`src/rtl/max_pool_stream.sv`:
```
// Streaming KxK non-overlapping max/average pooling over a raster-ordered pixel stream.
// Define POOL_AVG_EN to enable average mode; without it mode_avg is ignored (max only).
module max_pool_stream #(
    parameter int unsigned DATA_WIDTH = 8,
    parameter int unsigned CH_IN      = 3,
    parameter int unsigned IMG_W      = 4,
    parameter int unsigned IMG_H      = 4,
    parameter int unsigned POOL_SIZE  = 2
) (
    input  logic                        clk,
    input  logic                        rst,
    input  logic                        mode_avg,
    input  logic                        s_valid,
    output logic                        s_ready,
    input  logic [CH_IN*DATA_WIDTH-1:0] s_data,
    output logic                        m_valid,
    input  logic                        m_ready,
    output logic [CH_IN*DATA_WIDTH-1:0] m_data,
    output logic                        m_last,
    output logic                        busy
);
    localparam int unsigned LOG2K = (POOL_SIZE == 4) ? 2 : 1;
    localparam int unsigned OUT_W = (IMG_W + POOL_SIZE - 1) / POOL_SIZE;
`ifdef POOL_AVG_EN
    localparam int unsigned ACC_W = DATA_WIDTH + 2 * LOG2K;
`else
    localparam int unsigned ACC_W = DATA_WIDTH;
`endif
    // Counters carry two spare bits so the low LOG2K bits always exist.
    localparam int unsigned CW = $clog2(IMG_W) + 2;
    localparam int unsigned RW = $clog2(IMG_H) + 2;
    localparam int unsigned BW = (OUT_W > 1) ? $clog2(OUT_W) : 1;

    typedef enum logic [1:0] {StIdle, StRun, StDrain} state_e;

    state_e                      state_q, state_d;
    logic [CW-1:0]               col_q;
    logic [RW-1:0]               row_q;
    logic                        m_valid_q, m_last_q;
    logic [CH_IN*DATA_WIDTH-1:0] m_data_q;
    logic [ACC_W-1:0]            lb_q [OUT_W][CH_IN];

    logic                        accept, col_end, row_end, win_start, win_done;
    logic [BW-1:0]               bin;
    logic [ACC_W-1:0]            pix     [CH_IN];
    logic [ACC_W-1:0]            acc_new [CH_IN];
    logic [CH_IN*DATA_WIDTH-1:0] result;

`ifdef POOL_AVG_EN
    logic mode_q, eff_avg;
    // The first beat of a frame is consumed in IDLE, before mode_q has been latched.
    assign eff_avg = (state_q == StIdle) ? mode_avg : mode_q;

    always_ff @(posedge clk or posedge rst) begin
        if (rst) begin
            mode_q <= 1'b0;
        end else if (accept && state_q == StIdle) begin
            mode_q <= mode_avg;
        end
    end
`else
    logic unused_mode;
    assign unused_mode = mode_avg;
`endif

    assign s_ready   = (!m_valid_q || m_ready) && (state_q != StDrain);
    assign accept    = s_valid && s_ready;
    assign col_end   = (col_q == CW'(IMG_W - 1));
    assign row_end   = (row_q == RW'(IMG_H - 1));
    assign win_start = (row_q[LOG2K-1:0] == '0) && (col_q[LOG2K-1:0] == '0);
    assign win_done  = ((row_q[LOG2K-1:0] == {LOG2K{1'b1}}) || row_end) &&
                       ((col_q[LOG2K-1:0] == {LOG2K{1'b1}}) || col_end);
    assign bin       = BW'(col_q >> LOG2K);

    assign m_valid = m_valid_q;
    assign m_data  = m_data_q;
    assign m_last  = m_last_q;
    assign busy    = (state_q != StIdle);

    always_comb begin
        state_d = state_q;
        unique case (state_q)
            StIdle:  if (accept) state_d = (col_end && row_end) ? StDrain : StRun;
            StRun:   if (accept && col_end && row_end) state_d = StDrain;
            StDrain: if (m_valid_q && m_ready && m_last_q) state_d = StIdle;
            default: state_d = StIdle;
        endcase
    end

    always_comb begin
        result = '0;
        for (int c = 0; c < CH_IN; c++) begin
            pix[c]     = ACC_W'(s_data[c*DATA_WIDTH +: DATA_WIDTH]);
            acc_new[c] = pix[c];
            if (!win_start) begin
`ifdef POOL_AVG_EN
                if (eff_avg) acc_new[c] = lb_q[bin][c] + pix[c];
                else if (lb_q[bin][c] > pix[c]) acc_new[c] = lb_q[bin][c];
`else
                if (lb_q[bin][c] > pix[c]) acc_new[c] = lb_q[bin][c];
`endif
            end
`ifdef POOL_AVG_EN
            // Edge windows still divide by K*K: missing pixels count as zero.
            result[c*DATA_WIDTH +: DATA_WIDTH] = eff_avg ?
                DATA_WIDTH'(acc_new[c] >> (2 * LOG2K)) : acc_new[c][DATA_WIDTH-1:0];
`else
            result[c*DATA_WIDTH +: DATA_WIDTH] = acc_new[c];
`endif
        end
    end

    always_ff @(posedge clk or posedge rst) begin
        if (rst) begin
            state_q   <= StIdle;
            col_q     <= '0;
            row_q     <= '0;
            m_valid_q <= 1'b0;
            m_last_q  <= 1'b0;
            m_data_q  <= '0;
        end else begin
            state_q <= state_d;
            if (accept) begin
                if (col_end) begin
                    col_q <= '0;
                    row_q <= row_end ? '0 : row_q + 1'b1;
                end else begin
                    col_q <= col_q + 1'b1;
                end
            end
            if (accept && win_done) begin
                m_valid_q <= 1'b1;
                m_data_q  <= result;
                m_last_q  <= col_end && row_end;
            end else if (m_ready) begin
                m_valid_q <= 1'b0;
                m_last_q  <= 1'b0;
            end
        end
    end

    // Partial sums are never reset; a window start always overwrites its entry.
    always_ff @(posedge clk) begin
        if (accept) begin
            for (int c = 0; c < CH_IN; c++) lb_q[bin][c] <= acc_new[c];
        end
    end

endmodule

```
`config.mk`:
```
export PLATFORM = sky130hd
export DESIGN_NAME = max_pool_stream
export DESIGN_NICKNAME = d
export VERILOG_FILES = /design/src/rtl/max_pool_stream.sv
export SDC_FILE = /design/constraint.sdc
export NUM_CORES = 1
export LEC_CHECK = 0
export CAP_MARGIN = 15
export CORE_MARGIN = 1
export CORE_UTILIZATION = 57
export DETAILED_ROUTE_END_ITERATION = 10
export DONT_BUFFER_PORTS = 1
export PLACE_DENSITY_LB_ADDON = 0.05
export RECOVER_POWER = 100
export SLEW_MARGIN = 20
export SYNTH_ARGS = -nofsm -noshare
export SYNTH_HDL_FRONTEND = slang
export SYNTH_SLANG_ARGS = --single-unit
```
`constraint.sdc`:
```
create_clock -name clk -period 2.85 [get_ports clk]
set_clock_uncertainty 0.1 [all_clocks]
set_input_delay 0.57 -clock clk [delete_from_list [all_inputs] [get_ports clk]]
set_output_delay 0.57 -clock clk [all_outputs]
set_load 0.02 [all_outputs]
```
; Word level (Yosys, flattened, before mapping)
; Memories as Yosys holds them, arrays and structs flattened.
; Cells that the tools add are included.
[classes]
n_addsub = 2
n_lt_le_gt_ge = 3
n_eq_ne = 8
n_mux = 18
n_bitwise = 2
n_reduce_logical = 19
[op_table]
columns = operator, count
row1 = 8-bit two-way mux, 6
row2 = 8-bit > comparator, 3
row3 = 1-bit logical AND, 10
row4 = 4-bit by 1-bit adder with 4-bit output (second input constant), 2
row5 = 4-bit by 2-bit == test with 1-bit output (second input constant), 2
row6 = 2-bit two-way mux, 4
row7 = 4-bit two-way mux, 2
row8 = 2-bit inequality test (second input constant), 4
row9 = 2-bit case mux with 3 select lines, 1
row10 = 1-bit two-way mux, 5
row11 = 2-bit nonzero test, 2
row12 = 1-bit logical OR, 3
row13 = 3-bit AND reduction, 1
row14 = 2-bit by 1-bit == test with 1-bit output (second input constant), 1
row15 = 2-bit == test (second input constant), 1
row16 = 2-bit logical NOT, 1
row17 = 1-bit NOT, 2
row18 = 2-bit AND reduction, 1
row19 = 1-bit logical NOT, 1
[word_totals]
reg_bits = 36
mem_bits_rw = 48
in_bits = 29
output_inout_bits = 28
memories = 1
[mem_list]
columns = memory, depth, width, read_ports, rd_clocked_by_memory_dff, wr, line
row1 = lb_q, 2, 24, 1, 0, 1, 41  ; logic [ACC_W-1:0] lb_q [OUT_W][CH_IN];

; Depth between registers and ports, before layout
[depth]
word_depth = 8
ltp_mapped = 11
ltp_nobuf = 8

; Least setup slack after synthesis
; Ideal clock, no wire load.
[synth_path]
path_type = reg2reg
start = reg col_q[1]
end = mem lb_q[0][16] (netlist name) (data pin)
setup_time_ns = 0.262
arrival_time_ns = 2.701
path_slack_ns = -0.213
path_stages_with_launch = 11
synth_period_minus_slack_ns = 3.063
path_cell_list = dfrtp_1 -> clkbuf_1 -> buf_2 -> mux2_2 -> ha_1 -> a21oi_1 -> o21a_1 -> nand3_1 -> nand2_1 -> buf_2 -> mux2_2
[synth_lines]
columns = item, line
row1 = start: declaration, 37  ; logic [CW-1:0] col_q;
row2 = start signal: assignment, 128  ; col_q <= col_q + 1'b1;
row3 = end: declaration, 41

==> impl_metrics.ini <==
[cells_and_area]
post_layout_nonfiller_instances = 495
post-route-util = 0.635
drive_gt1_frac = 0.198
mostFrequentLayoutCells = sky130_fd_sc_hd__edfxtp_1 (48), sky130_fd_sc_hd__mux2_2 (47), sky130_fd_sc_hd__dfrtp_1 (36)
n_antenna_cell = 0
layout.cells.most_common = sky130_fd_sc_hd__edfxtp_1
syn_to_final_growth_pct = 7.37
final_nets = 443
layout.filler_cells = 646
final_area_um2 = 4900

[timing]
period_minus_slack_ns = 2.70
final_setup_fails = 0
fin_setup_tns_ns = 0
min_period_over_period = 0.948
timing.final.ws_setup_ns = 0.148
clock.fmax_ghz = 0.370
timing.final.max_slew_violations = 0
worst_tran_pin_value_ns = 1.40
hold_slack_ns = 0.0538
timing_hold_violations_final = 0
timing.slew.headroom = 0.0658
rsz0062_at_grt = false

[routing]
via_per_inst = 5.85
drt.antenna.violating_nets = 0
detailedRoute.firstPassIterationCount = 4
initialDrtViolationCount = 95
route.vias.total = 2896
wire_per_inst_um = 18.3
wl_um = 9060
remaining_drc_errors = 0

[power_and_ir_drop]
p_comb_frac = 0.459
max-vdd-ir-drop_v = 0.000509
power.share.sequential = 0.394
power.leakage_nw = 2.05
power.clock.fraction = 0.147
cell_internal_pwr_mw = 3.48
p_total_mw = 5.74
power_switching_share = 0.394
p_per_area_nw_per_um2 = 1170
power.net_switching_mw = 2.26

[logic_synthesis]
synth-edff-count = 48
syn-cell-area_um2 = 4570
yosysWarningCount = 0
sequential_area_share_after_synthesis = 0.513
syn_inst = 378
dominantRegCellSynth = sky130_fd_sc_hd__edfxtp_1
synth_top_area_cell = sky130_fd_sc_hd__edfxtp_1
ys_ff_latch = 84
post_synth_main_area_contributors = sky130_fd_sc_hd__edfxtp_1 (32%), sky130_fd_sc_hd__dfrtp_1 (20%), sky130_fd_sc_hd__mux2_2 (12%)
synth_area_per_cell_um2 = 12.1
number_of_different_library_cells_in_the_post_synthesis_netlist = 35
syn_nets = 433
asyncSetResetFlopFracSynth = 0.429
yosys.area.top_type_share = 0.316

[setup_path]
worst_ep_required_time_ns = 2.84
worstPathMaxFanout = 17
critPathCaptureType = register
worstSetupStartpointType = register
cp.arrival_ns = 2.69
crit_type = register to register

[global_routing]
initial_antenna_violation_count = 0
global_route_usage_over_all_layers = 0.224
via_count_of_the_first_global_routing_pass = 3018
grt-ovfl-total = 0
grt_max_degree = 51
first_pass_grt_wire_length_um = 14500

[clock_network]
clock_tree.buffer_depth = 2
htreeDepth = 3
cts_resized = 0
root_buffer = sky130_fd_sc_hd__clkbuf_8
postCtsSetupRepairBufs = 0
numClockSinks = 84
hold_fix_buffers_at_cts = 0
tritoncts = done
tritoncts.num_buffers = 9
clock_latency_on_the_worst_skew_pair_ns = 0.34
worst_setup_hold_path_clk_slew_ns = 0.09

[floorplan]
core_um2 = 7730
floorplan.die_area_um2 = 8370
die_w_um = 91.5
ios = 57
number_of_rows_created_at_floorplan = 32
start_util = 0.591
floorplan.die.height_um = 91.5

[placed_design]
numPlacedInstances = 478
detailed_place.area_um2 = 4730
port-buffer-count = 0
gp_routability_congestion = 0.763
detailed_place_hpwl_um = 5910
place_ws_ns = 0.0630

[flow_run]
cap_violations = 0

[outcome]
status = complete, no violations

[min_path]
class_of_the_most_critical_hold_timing_path = input port to asynchronous set/reset pin
==> cell type report <==
cell class / count / area, um2 / share of cell area
repair buffers: 15 / 120 / 0.0245
clock inverters: 3 / 16.3 / 0.00332
clock buffers: 13 / 181 / 0.0370
flip-flops and latches: 84 / 2340 / 0.478
inverters: 25 / 93.8 / 0.0191
well taps: 102 / 128 / 0.0260
multi-input cells: 253 / 2020 / 0.412
==> path summary, 6_finish.rpt <==
path / slack (ns) / endpoint / startpoint / depth (start not counted)
setup reg to reg: 0.15 / lb_q[0][16]$_DFFE_PP_ / col_q[1]$_DFFE_PP0N_ / 9
max in group asynchronous: 0.91 / m_data[1]$_DFFE_PP0P_ / rst / 2
hold reg to reg: 0.40 / state_q[0]$_DFFE_PP0P_ / state_q[1]$_DFFE_PP0P_ / 1
min in group clk: 0.30 / m_last$_DFFE_PP0P_ / m_ready / 2
setup / recovery: 0.15 / lb_q[0][16]$_DFFE_PP_ / col_q[1]$_DFFE_PP0N_ / 9
hold / removal: 0.05 / m_data[12]$_DFFE_PP0P_ / rst / 1
==> routing by layer <==
layer	up-vias	GRT usage	share of wire
li1	1422	-	-
met1	1413	0.286	0.47
met2	53	0.387	0.48
met3	8	0.0360	0.039
met4	0	0.0754	0.011
met5	-	0	0
==> power groups by stage <==
stage | Sequential, mW | Clock, mW | Combinational (mW)
3_3_place_gp | 2.27 | 0 | 2.61
6_report | 2.26 | 0.845 | 2.64
4_1_cts | 2.26 | 0.866 | 2.72
2_1_floorplan | 2.22 | 0 | 2.14
5_1_grt | 2.30 | 0.896 | 2.96
3_5_place_dp | 2.28 | 0 | 2.71
==> cells by family after synthesis <==
logic type      after synthesis  synth area share
compound gates              100             0.131
xor+xnor                      2           0.00384
fa+ha+maj                    26            0.0712
buf+inv                      42            0.0463
flops                        84             0.513
mux                          74             0.176
simple gates                 50            0.0589
==> worst max-delay path, cell delays in order, from the launching register on <==
cell and delay (ns):
sky130_fd_sc_hd__dfrtp_1 0.45, sky130_fd_sc_hd__buf_12 0.19, sky130_fd_sc_hd__mux2_2 0.37, sky130_fd_sc_hd__ha_1 0.31
sky130_fd_sc_hd__a21oi_1 0.15, sky130_fd_sc_hd__o21a_1 0.16, sky130_fd_sc_hd__nand3_1 0.07, sky130_fd_sc_hd__nand2_1 0.08
sky130_fd_sc_hd__clkbuf_4 0.22, sky130_fd_sc_hd__mux2_2 0.36
==> sequential cells by signal, indices dropped and copies added (netlist names) <==
name and count:
lb_q 48, m_data 24, col_q 4, row_q 4, state_q 2, m_last 1, m_valid 1
==> cell usage after synthesis, types with 2 or more instances <==
master,instances
sky130_fd_sc_hd__buf_2,7
sky130_fd_sc_hd__and2_1,2
sky130_fd_sc_hd__nand2_1,18
sky130_fd_sc_hd__xnor2_1,2
sky130_fd_sc_hd__o21ai_1,48
sky130_fd_sc_hd__ha_1,26
sky130_fd_sc_hd__clkbuf_1,4
sky130_fd_sc_hd__nor2b_1,3
sky130_fd_sc_hd__o21bai_1,24
sky130_fd_sc_hd__o22ai_1,3
sky130_fd_sc_hd__dfrtp_1,36
sky130_fd_sc_hd__nor2_1,4
sky130_fd_sc_hd__nand3_1,7
sky130_fd_sc_hd__mux2i_1,24
sky130_fd_sc_hd__o21ai_0,3
sky130_fd_sc_hd__o211ai_1,3
sky130_fd_sc_hd__nand4_1,7
sky130_fd_sc_hd__mux2_2,50
sky130_fd_sc_hd__a21oi_1,12
sky130_fd_sc_hd__o21a_1,3
sky130_fd_sc_hd__nand2b_1,2
sky130_fd_sc_hd__inv_1,25
sky130_fd_sc_hd__edfxtp_1,48
sky130_fd_sc_hd__buf_6,6
(Power assumes the default switching activity.)
